### src/rtl/miss_repair_arbiter.sv
// Miss repair arbiter: round-robin between icache and dcache misses,
// fetches one block from memory beat by beat and writes it to the winner.
//
// Ports
//   clk, rst                 clock, async active-high reset
//   ic_repair_req/addr       icache miss request and missed address
//   dc_repair_req/addr       dcache miss request and missed address
//   mem_req/mem_addr/mem_ack block read request handshake
//   mem_rdata_valid/rdata    read beats, beat 0 first
//   fill_waddr/wdata/wmask   shared fill bus, non-zero only in WRITE
//   ic/dc_waddr_valid        fill strobe to each cache
//   ic/dc_repair_resolved    one-cycle completion pulse
//   busy                     arbiter not idle
module miss_repair_arbiter #(
  parameter int ADDR_W  = 32,
  parameter int BLOCK_W = 1024,
  parameter int BEAT_W  = 32
) (
  input  logic                 clk,
  input  logic                 rst,
  input  logic                 ic_repair_req,
  input  logic [ADDR_W-1:0]    ic_missed_addr,
  input  logic                 dc_repair_req,
  input  logic [ADDR_W-1:0]    dc_missed_addr,
  output logic                 mem_req,
  output logic [ADDR_W-1:0]    mem_addr,
  input  logic                 mem_ack,
  input  logic                 mem_rdata_valid,
  input  logic [BEAT_W-1:0]    mem_rdata,
  output logic [ADDR_W-1:0]    fill_waddr,
  output logic [BLOCK_W-1:0]   fill_wdata,
  output logic [BLOCK_W/8-1:0] fill_wmask,
  output logic                 ic_waddr_valid,
  output logic                 dc_waddr_valid,
  output logic                 ic_repair_resolved,
  output logic                 dc_repair_resolved,
  output logic                 busy
);

  localparam int NB  = BLOCK_W / BEAT_W;
  localparam int KW  = (NB > 1) ? $clog2(NB) : 1;
  localparam int OFF = $clog2(BLOCK_W / 8);
  localparam logic [KW-1:0] K_LAST = KW'(NB - 1);

  typedef enum logic [2:0] {
    S_IDLE,
    S_MEM_REQ,
    S_FILL,
    S_WRITE,
    S_RESOLVE
  } state_t;

  state_t               state_q;
  logic [ADDR_W-1:0]    addr_q;
  logic [BLOCK_W-1:0]   blk_q;
  logic [KW-1:0]        k_q;
  logic                 gnt_dc_q;
  logic                 last_dc_q;
  logic                 mask_ic_q;
  logic                 mask_dc_q;

  logic ic_ok;
  logic dc_ok;
  logic pick_dc;

  // The side served last is held off for one idle cycle so a
  // requester that keeps its line up cannot be re-granted at once.
  assign ic_ok = ic_repair_req & ~mask_ic_q;
  assign dc_ok = dc_repair_req & ~mask_dc_q;

  // On a tie, DC wins unless it was the last one served.
  assign pick_dc = dc_ok & (~ic_ok | ~last_dc_q);

  always_ff @(posedge clk or posedge rst) begin
    if (rst) begin
      state_q   <= S_IDLE;
      addr_q    <= '0;
      blk_q     <= '0;
      k_q       <= '0;
      gnt_dc_q  <= 1'b0;
      last_dc_q <= 1'b0;
      mask_ic_q <= 1'b0;
      mask_dc_q <= 1'b0;
    end else begin
      unique case (state_q)
        S_IDLE: begin
          mask_ic_q <= 1'b0;
          mask_dc_q <= 1'b0;
          if (ic_ok | dc_ok) begin
            gnt_dc_q <= pick_dc;
            addr_q   <= pick_dc ? dc_missed_addr
                                : ic_missed_addr;
            k_q      <= '0;
            blk_q    <= '0;
            state_q  <= S_MEM_REQ;
          end
        end
        S_MEM_REQ: begin
          if (mem_ack) state_q <= S_FILL;
        end
        S_FILL: begin
          if (mem_rdata_valid) begin
            blk_q[32'(k_q) * BEAT_W +: BEAT_W] <= mem_rdata;
            // Counter parks on the last beat rather than wrapping.
            if (k_q == K_LAST) state_q <= S_WRITE;
            else               k_q     <= k_q + 1'b1;
          end
        end
        S_WRITE: begin
          state_q <= S_RESOLVE;
        end
        S_RESOLVE: begin
          last_dc_q <= gnt_dc_q;
          mask_dc_q <= gnt_dc_q;
          mask_ic_q <= ~gnt_dc_q;
          state_q   <= S_IDLE;
        end
        default: begin
          state_q <= S_IDLE;
        end
      endcase
    end
  end

  // Outputs are pure decodes of registered state, so reset clears
  // them in the same instant it clears the state.
  always_comb begin
    mem_req            = 1'b0;
    mem_addr           = '0;
    fill_waddr         = '0;
    fill_wdata         = '0;
    fill_wmask         = '0;
    ic_waddr_valid     = 1'b0;
    dc_waddr_valid     = 1'b0;
    ic_repair_resolved = 1'b0;
    dc_repair_resolved = 1'b0;
    busy               = (state_q != S_IDLE);
    unique case (1'b1)
      (state_q == S_MEM_REQ): begin
        mem_req  = 1'b1;
        mem_addr = {addr_q[ADDR_W-1:OFF], {OFF{1'b0}}};
      end
      (state_q == S_WRITE): begin
        fill_waddr     = addr_q;
        fill_wdata     = blk_q;
        fill_wmask     = '1;
        ic_waddr_valid = ~gnt_dc_q;
        dc_waddr_valid = gnt_dc_q;
      end
      (state_q == S_RESOLVE): begin
        ic_repair_resolved = ~gnt_dc_q;
        dc_repair_resolved = gnt_dc_q;
      end
      default: begin
      end
    endcase
  end

endmodule

### config.mk
export PLATFORM = sky130hd
export DESIGN_NAME = miss_repair_arbiter
export DESIGN_NICKNAME = d
export VERILOG_FILES = /design/src/rtl/miss_repair_arbiter.sv
export SDC_FILE = /design/constraint.sdc
export NUM_CORES = 2
export LEC_CHECK = 0
export ABC_AREA = 1
export ABC_CLOCK_PERIOD_IN_PS = 42100
export BUFFER_PORTS_ARGS = -buffer_cell sky130_fd_sc_hd__buf_2
export CAP_MARGIN = 30
export CORE_AREA = 4 4 516 518
export CTS_CLUSTER_SIZE = 28
export DETAILED_ROUTE_END_ITERATION = 16
export DIE_AREA = 0 0 520 522
export SYNTH_ARGS = -nofsm -noshare
export SYNTH_HDL_FRONTEND = slang
export SYNTH_SLANG_ARGS = --single-unit
### constraint.sdc
create_clock -name clk -period 42.1 [get_ports clk]
set_input_delay 2.105 -clock clk [delete_from_list [all_inputs] [get_ports clk]]
set_output_delay 2.105 -clock clk [all_outputs]
set_load 0.01 [all_outputs]
**Word level (Yosys, flattened, before mapping)**

Index checks and enable logic that the tools add are counted.

- Register bits after elaboration: 1068
- Input port bits: 102
- Output and inout port bits: 1222
- Word-level logic and storage cells: 65

- Add/subtract/negate cells: 2
- Eq/ne operators: 10
- Shift operators: 2
- Mux-type cells: 25
- Bitwise operators: 10
- Reduce and logical (&&, ||, !) cells: 8

Operators by type and width:

| operator | count |
|---|---|
| $mux 1024 | 3 |
| $pmux 1024 s2 | 1 |
| $bwmux 1024 | 1 |
| $shift 32x34->1024 const A | 1 |
| $shiftx 32x34->1024 | 1 |
| $mux 128 | 1 |
| $mux 32 | 3 |
| $neg 10->34 | 1 |
| $mux 5 | 3 |
| $mux 3 | 4 |
| $pmux 3 s4 | 1 |
| $ne 2x2->1 const B | 5 |
| $pmux 5 s2 | 1 |
| $reduce_and 4->1 | 2 |
| $eq 3x2->1 const B | 2 |
| $add 5x1->5 const B | 1 |
| $eq 5x5->1 const B | 1 |
| $mux 1 | 5 |
| $not 1->1 | 5 |
| $pmux 1 s2 | 2 |
| $reduce_bool 2->1 | 2 |
| $and 1x1->1 | 3 |
| $eq 3x1->1 const B | 1 |
| $eq 3x3->1 const B | 1 |
| 5 further kinds | 6 |

**Depth between registers and ports, before layout**

- Depth in word-level cells: 6
- Gate-level depth with buffers: 19
- Gate-level depth less buffers: 15

**Worst setup path after synthesis**

No wires, ideal clock.

- Kind: reg2out
- Start: register state_q[1]
- End: output fill_waddr[0]
- Arrival: 9.466 ns
- Required time: 39.995 ns
- Setup slack: 30.529 ns
- Cell stages (with the launch flop): 8
- Buffers on the path: 3
- Cell sequence: dfrtp_1 -> inv_1 -> nor3_1 -> clkinv_1 -> clkbuf_1 -> clkbuf_1 -> clkbuf_1 -> nor2_1

- Cells in the longest elaborated chain, start to end: 2

Ends and longest elaborated chain:

| what | RTL line | RTL |
|---|---|---|
| start, declared | 53 | `state_t state_q;` |
| start signal, assigned | 76 | `state_q <= S_IDLE;` |
| start signal, assigned | 95 | `state_q <= S_MEM_REQ;` |
| start signal, assigned | 99 | `if (mem_ack) state_q <= S_FILL;` |
| $eq 3x2->1 | 143 | `(state_q == S_WRITE): begin` |
| $mux 32 | 138 | `unique case (1'b1)` |
| end, declared | 30 | `output logic [ADDR_W-1:0] fill_waddr,` |

Every way passes these cells.

**Worst setup path after layout**

- Start: register state_q[1]
- End: output fill_wdata[322]

- Cells in the longest elaborated chain, start to end: 2

Ends and longest elaborated chain:

| what | RTL line | RTL |
|---|---|---|
| $eq 3x2->1 | 143 |  |
| $mux 1024 | 138 |  |
| end, declared | 31 | `output logic [BLOCK_W-1:0] fill_wdata,` |

Every way passes these cells.

==> results.json <==
{
  "status": "finished clean",
  "period_needed_ns": 7.13,
  "placedCellCount": 12200,
  "cts_sinks": 1068,
  "crit_type": "reg2out",
  "crit_path_top_delay_cell": "buf_4",
  "fin_area_um2": 68500,
  "yosys.area.top_type": "dfrtp_1",
  "instances_no_fill": 12400,
  "synthCells": 7800,
  "hold_start": "blk_q[607]",
  "grt_pass1_wl_um": 412000,
  "rr_startpoint": "k_q[0]",
  "fin_hold_ws_ns": 0.467,
  "vias_per_cell": 4.35,
  "die_area_um2": 271000,
  "finalHoldViolations": 0,
  "start_util_pct": 20.8,
  "fin_crit_sh_pct": 16.9,
  "report.final.slew_viol_count": 0,
  "path_clk_slew_ns": 0.05,
  "ant_nets": 0,
  "required_ns": 39.99,
  "die_w_um": 520,
  "syn_area_per_cell_um2": 6.97,
  "num_rows": 188,
  "cts_resized": 0,
  "hpwl_um": 225000,
  "min-delay-path-class": "reg2reg",
  "antenna_found_initial": 43,
  "wl_per_cell_um": 24.2,
  "ys_seq_area_share_pct": 49.2,
  "grt_max_degree": 160,
  "netlist_area_um2": 54300,
  "relSlewSlack_pct": 31.4,
  "max-vdd-ir-drop_mv": 0.0463,
  "ys_top_cells_by_area": "dfrtp_1 (49%), nand2_1 (16%), nor2_1 (10%)",
  "boundaryPins": 1324,
  "fin_util_pct": 26.2,
  "drive_above_1_share_pct": 19.5,
  "gr-total-overflow": 0,
  "crit_fanout": 129,
  "yosys.area.top_type_share_pct": 49.2,
  "cts_setup_buffers": 0,
  "finalSetupViolCount": 0,
  "path_common_cell": "buf_4",
  "max_stage_delay_ns": 0.81,
  "route.detailed.drc": 0,
  "htree_num_levels": 4,
  "grt_setup_unrepaired": "false",
  "total_power_mw": 3.76,
  "cts_max_path_buffers": 3,
  "holdBufCountCts": 0,
  "numCtsBuffers": 132,
  "vias": 54000,
  "ys_ff_latch": 1068,
  "max_freq_ghz": 0.140,
  "critPathCaptureType": "primary output",
  "fin_tns_setup_ns": 0,
  "crit_path_start_kind": "flop",
  "cts_tree": "yes",
  "place_congestion": 0.922,
  "p_leak_nw": 34.9,
  "fin_ws_ns": 34.97,
  "powerDensity_nw_per_um2": 54.9,
  "path_cells": "inv_1, nor3_2, buf_4, buf_16, inv_8, buf_4, buf_4, buf_4, nor2_1, buf_2",
  "cap_violations": 0,
  "cp.buffers_inverters": 8,
  "nNetsFinal": 8888,
  "dp_slack_ns": 35.32,
  "dpl_cell_area_um2": 63800,
  "yosysWarnings": 0,
  "finClkSkew_ns": 0.0532,
  "tightestPinTransition_ns": 1.03,
  "drt_first_pass_iters": 5,
  "portBuffers": 1316,
  "grt_usage_pct": 21.3,
  "cpLargestDelayFamily": "buffers and inverters",
  "cts-root-buf": "clkbuf_16",
  "synth.distinct_cells": 34,
  "die_y_um": 522,
  "insertion_delay_ns": 0.80,
  "drt-total-wl_um": 300000,
  "grt_pass1_vias": 51700,
  "syn2layout_area_growth_pct": 26.1,
  "drt_iter0_markers": 5461,
  "critPathLaunch": "state_q[1]",
  "crit_arrival_ns": 5.03,
  "core_area_um2": 262000
}
## final cells by class
type,count,area [um2]
well taps,3515,4400
inverters,1229,4640
repair buffers,1458,8020
multi-input cells,4893,20100
diodes,16,40.0
flip-flops and latches,1068,26700
fillers,29400,193000
clock inverters,54,807
clock buffers,180,3800
## tightest hold or removal path, stage by stage, from the launching register on
cell and delay, ns:
dfrtp_1 0.34, nand2_1 0.05, nand2_1 0.04
## logic make-up after synthesis
| logic type | after synthesis | synth area share (%) |
|---|---|---|
| xor gates and xnor gates | 3 | 0.0760 |
| AOI/OAI and AO/OA | 342 | 3.29 |
| DFF | 1068 | 49.2 |
| other | 1 | 0.00690 |
| and+or+nand+nor | 4537 | 33.2 |
| buffers and inverters | 1845 | 14.2 |
| adders and majority gates | 4 | 0.0921 |
## power by group
group          internal, mW  total [mW]  switching [mW]
combinational         0.227        1.50            1.27
clock                 0.690        1.21           0.516
sequential             1.05        1.06          0.0101
## registers in the layout, summed over array words and instances (netlist names)
name and cells:
blk_q 1024, addr_q 32, k_q 5, state_q 3, gnt_dc_q 1, last_dc_q 1, mask_dc_q 1, mask_ic_q 1
## final timing paths
check / end / cells after the start / slack (ns)
setup / recovery: fill_wdata[322] / 10 / 34.97
hold / removal: blk_q[607] / 2 / 0.47
setup reg to reg: blk_q[403] / 12 / 37.22
hold reg to reg: blk_q[607] / 2 / 0.47
max in group asynchronous: blk_q[891] / 5 / 37.52
min in group asynchronous: addr_q[11] / 2 / 1.42
## placed cells by master, fill, tap and decap left out, types with 6 or more instances in the layout
master,n
a21oi_1,6
buf_12,11
buf_16,11
buf_2,1316
buf_4,118
bufinv_16,7
clkbuf_1,16
clkbuf_16,132
clkbuf_8,32
clkinv_16,10
clkinv_2,23
conb_1,7
dfrtp_1,1068
diode_2,16
inv_1,1213
nand2_1,2359
nand2_2,20
nand3_1,454
nand4_1,63
nor2_1,1492
nor2_4,11
nor3_1,106
nor4_1,20
o21ai_0,253
o21ai_1,44
o22ai_1,33
## metal layers
metal	GRT usage [%]	part of all wire (%)	vias to the layer above
met1	29.7	44	25900
met3	5.65	9.1	451
met4	7.92	4.2	24
li1	-	-	25000
met2	31.4	42	2623
met5	0.404	0.094	-
## synth_stat cells
cell	count
a21oi_1	6
a21oi_4	2
buf_1	29
buf_2	209
buf_4	137
buf_6	2
clkbuf_1	239
clkinv_1	5
conb_1	1
dfrtp_1	1068
ha_1	4
inv_1	1216
inv_2	8
nand2_1	2378
nand2_2	2
nand3_1	455
nand3_2	1
nand3_4	1
nand4_1	63
nor2_1	1497
nor2_2	8
nor2_4	1
nor3_1	107
nor3_2	3
nor4_1	20
o2111ai_1	1
o211ai_1	2
o21ai_0	253
o21ai_1	44
o22ai_1	33
o31ai_1	1
or2_0	1
xor2_1	1
xor2_2	2
No activity file was read; power rests on OpenSTA's default activity.
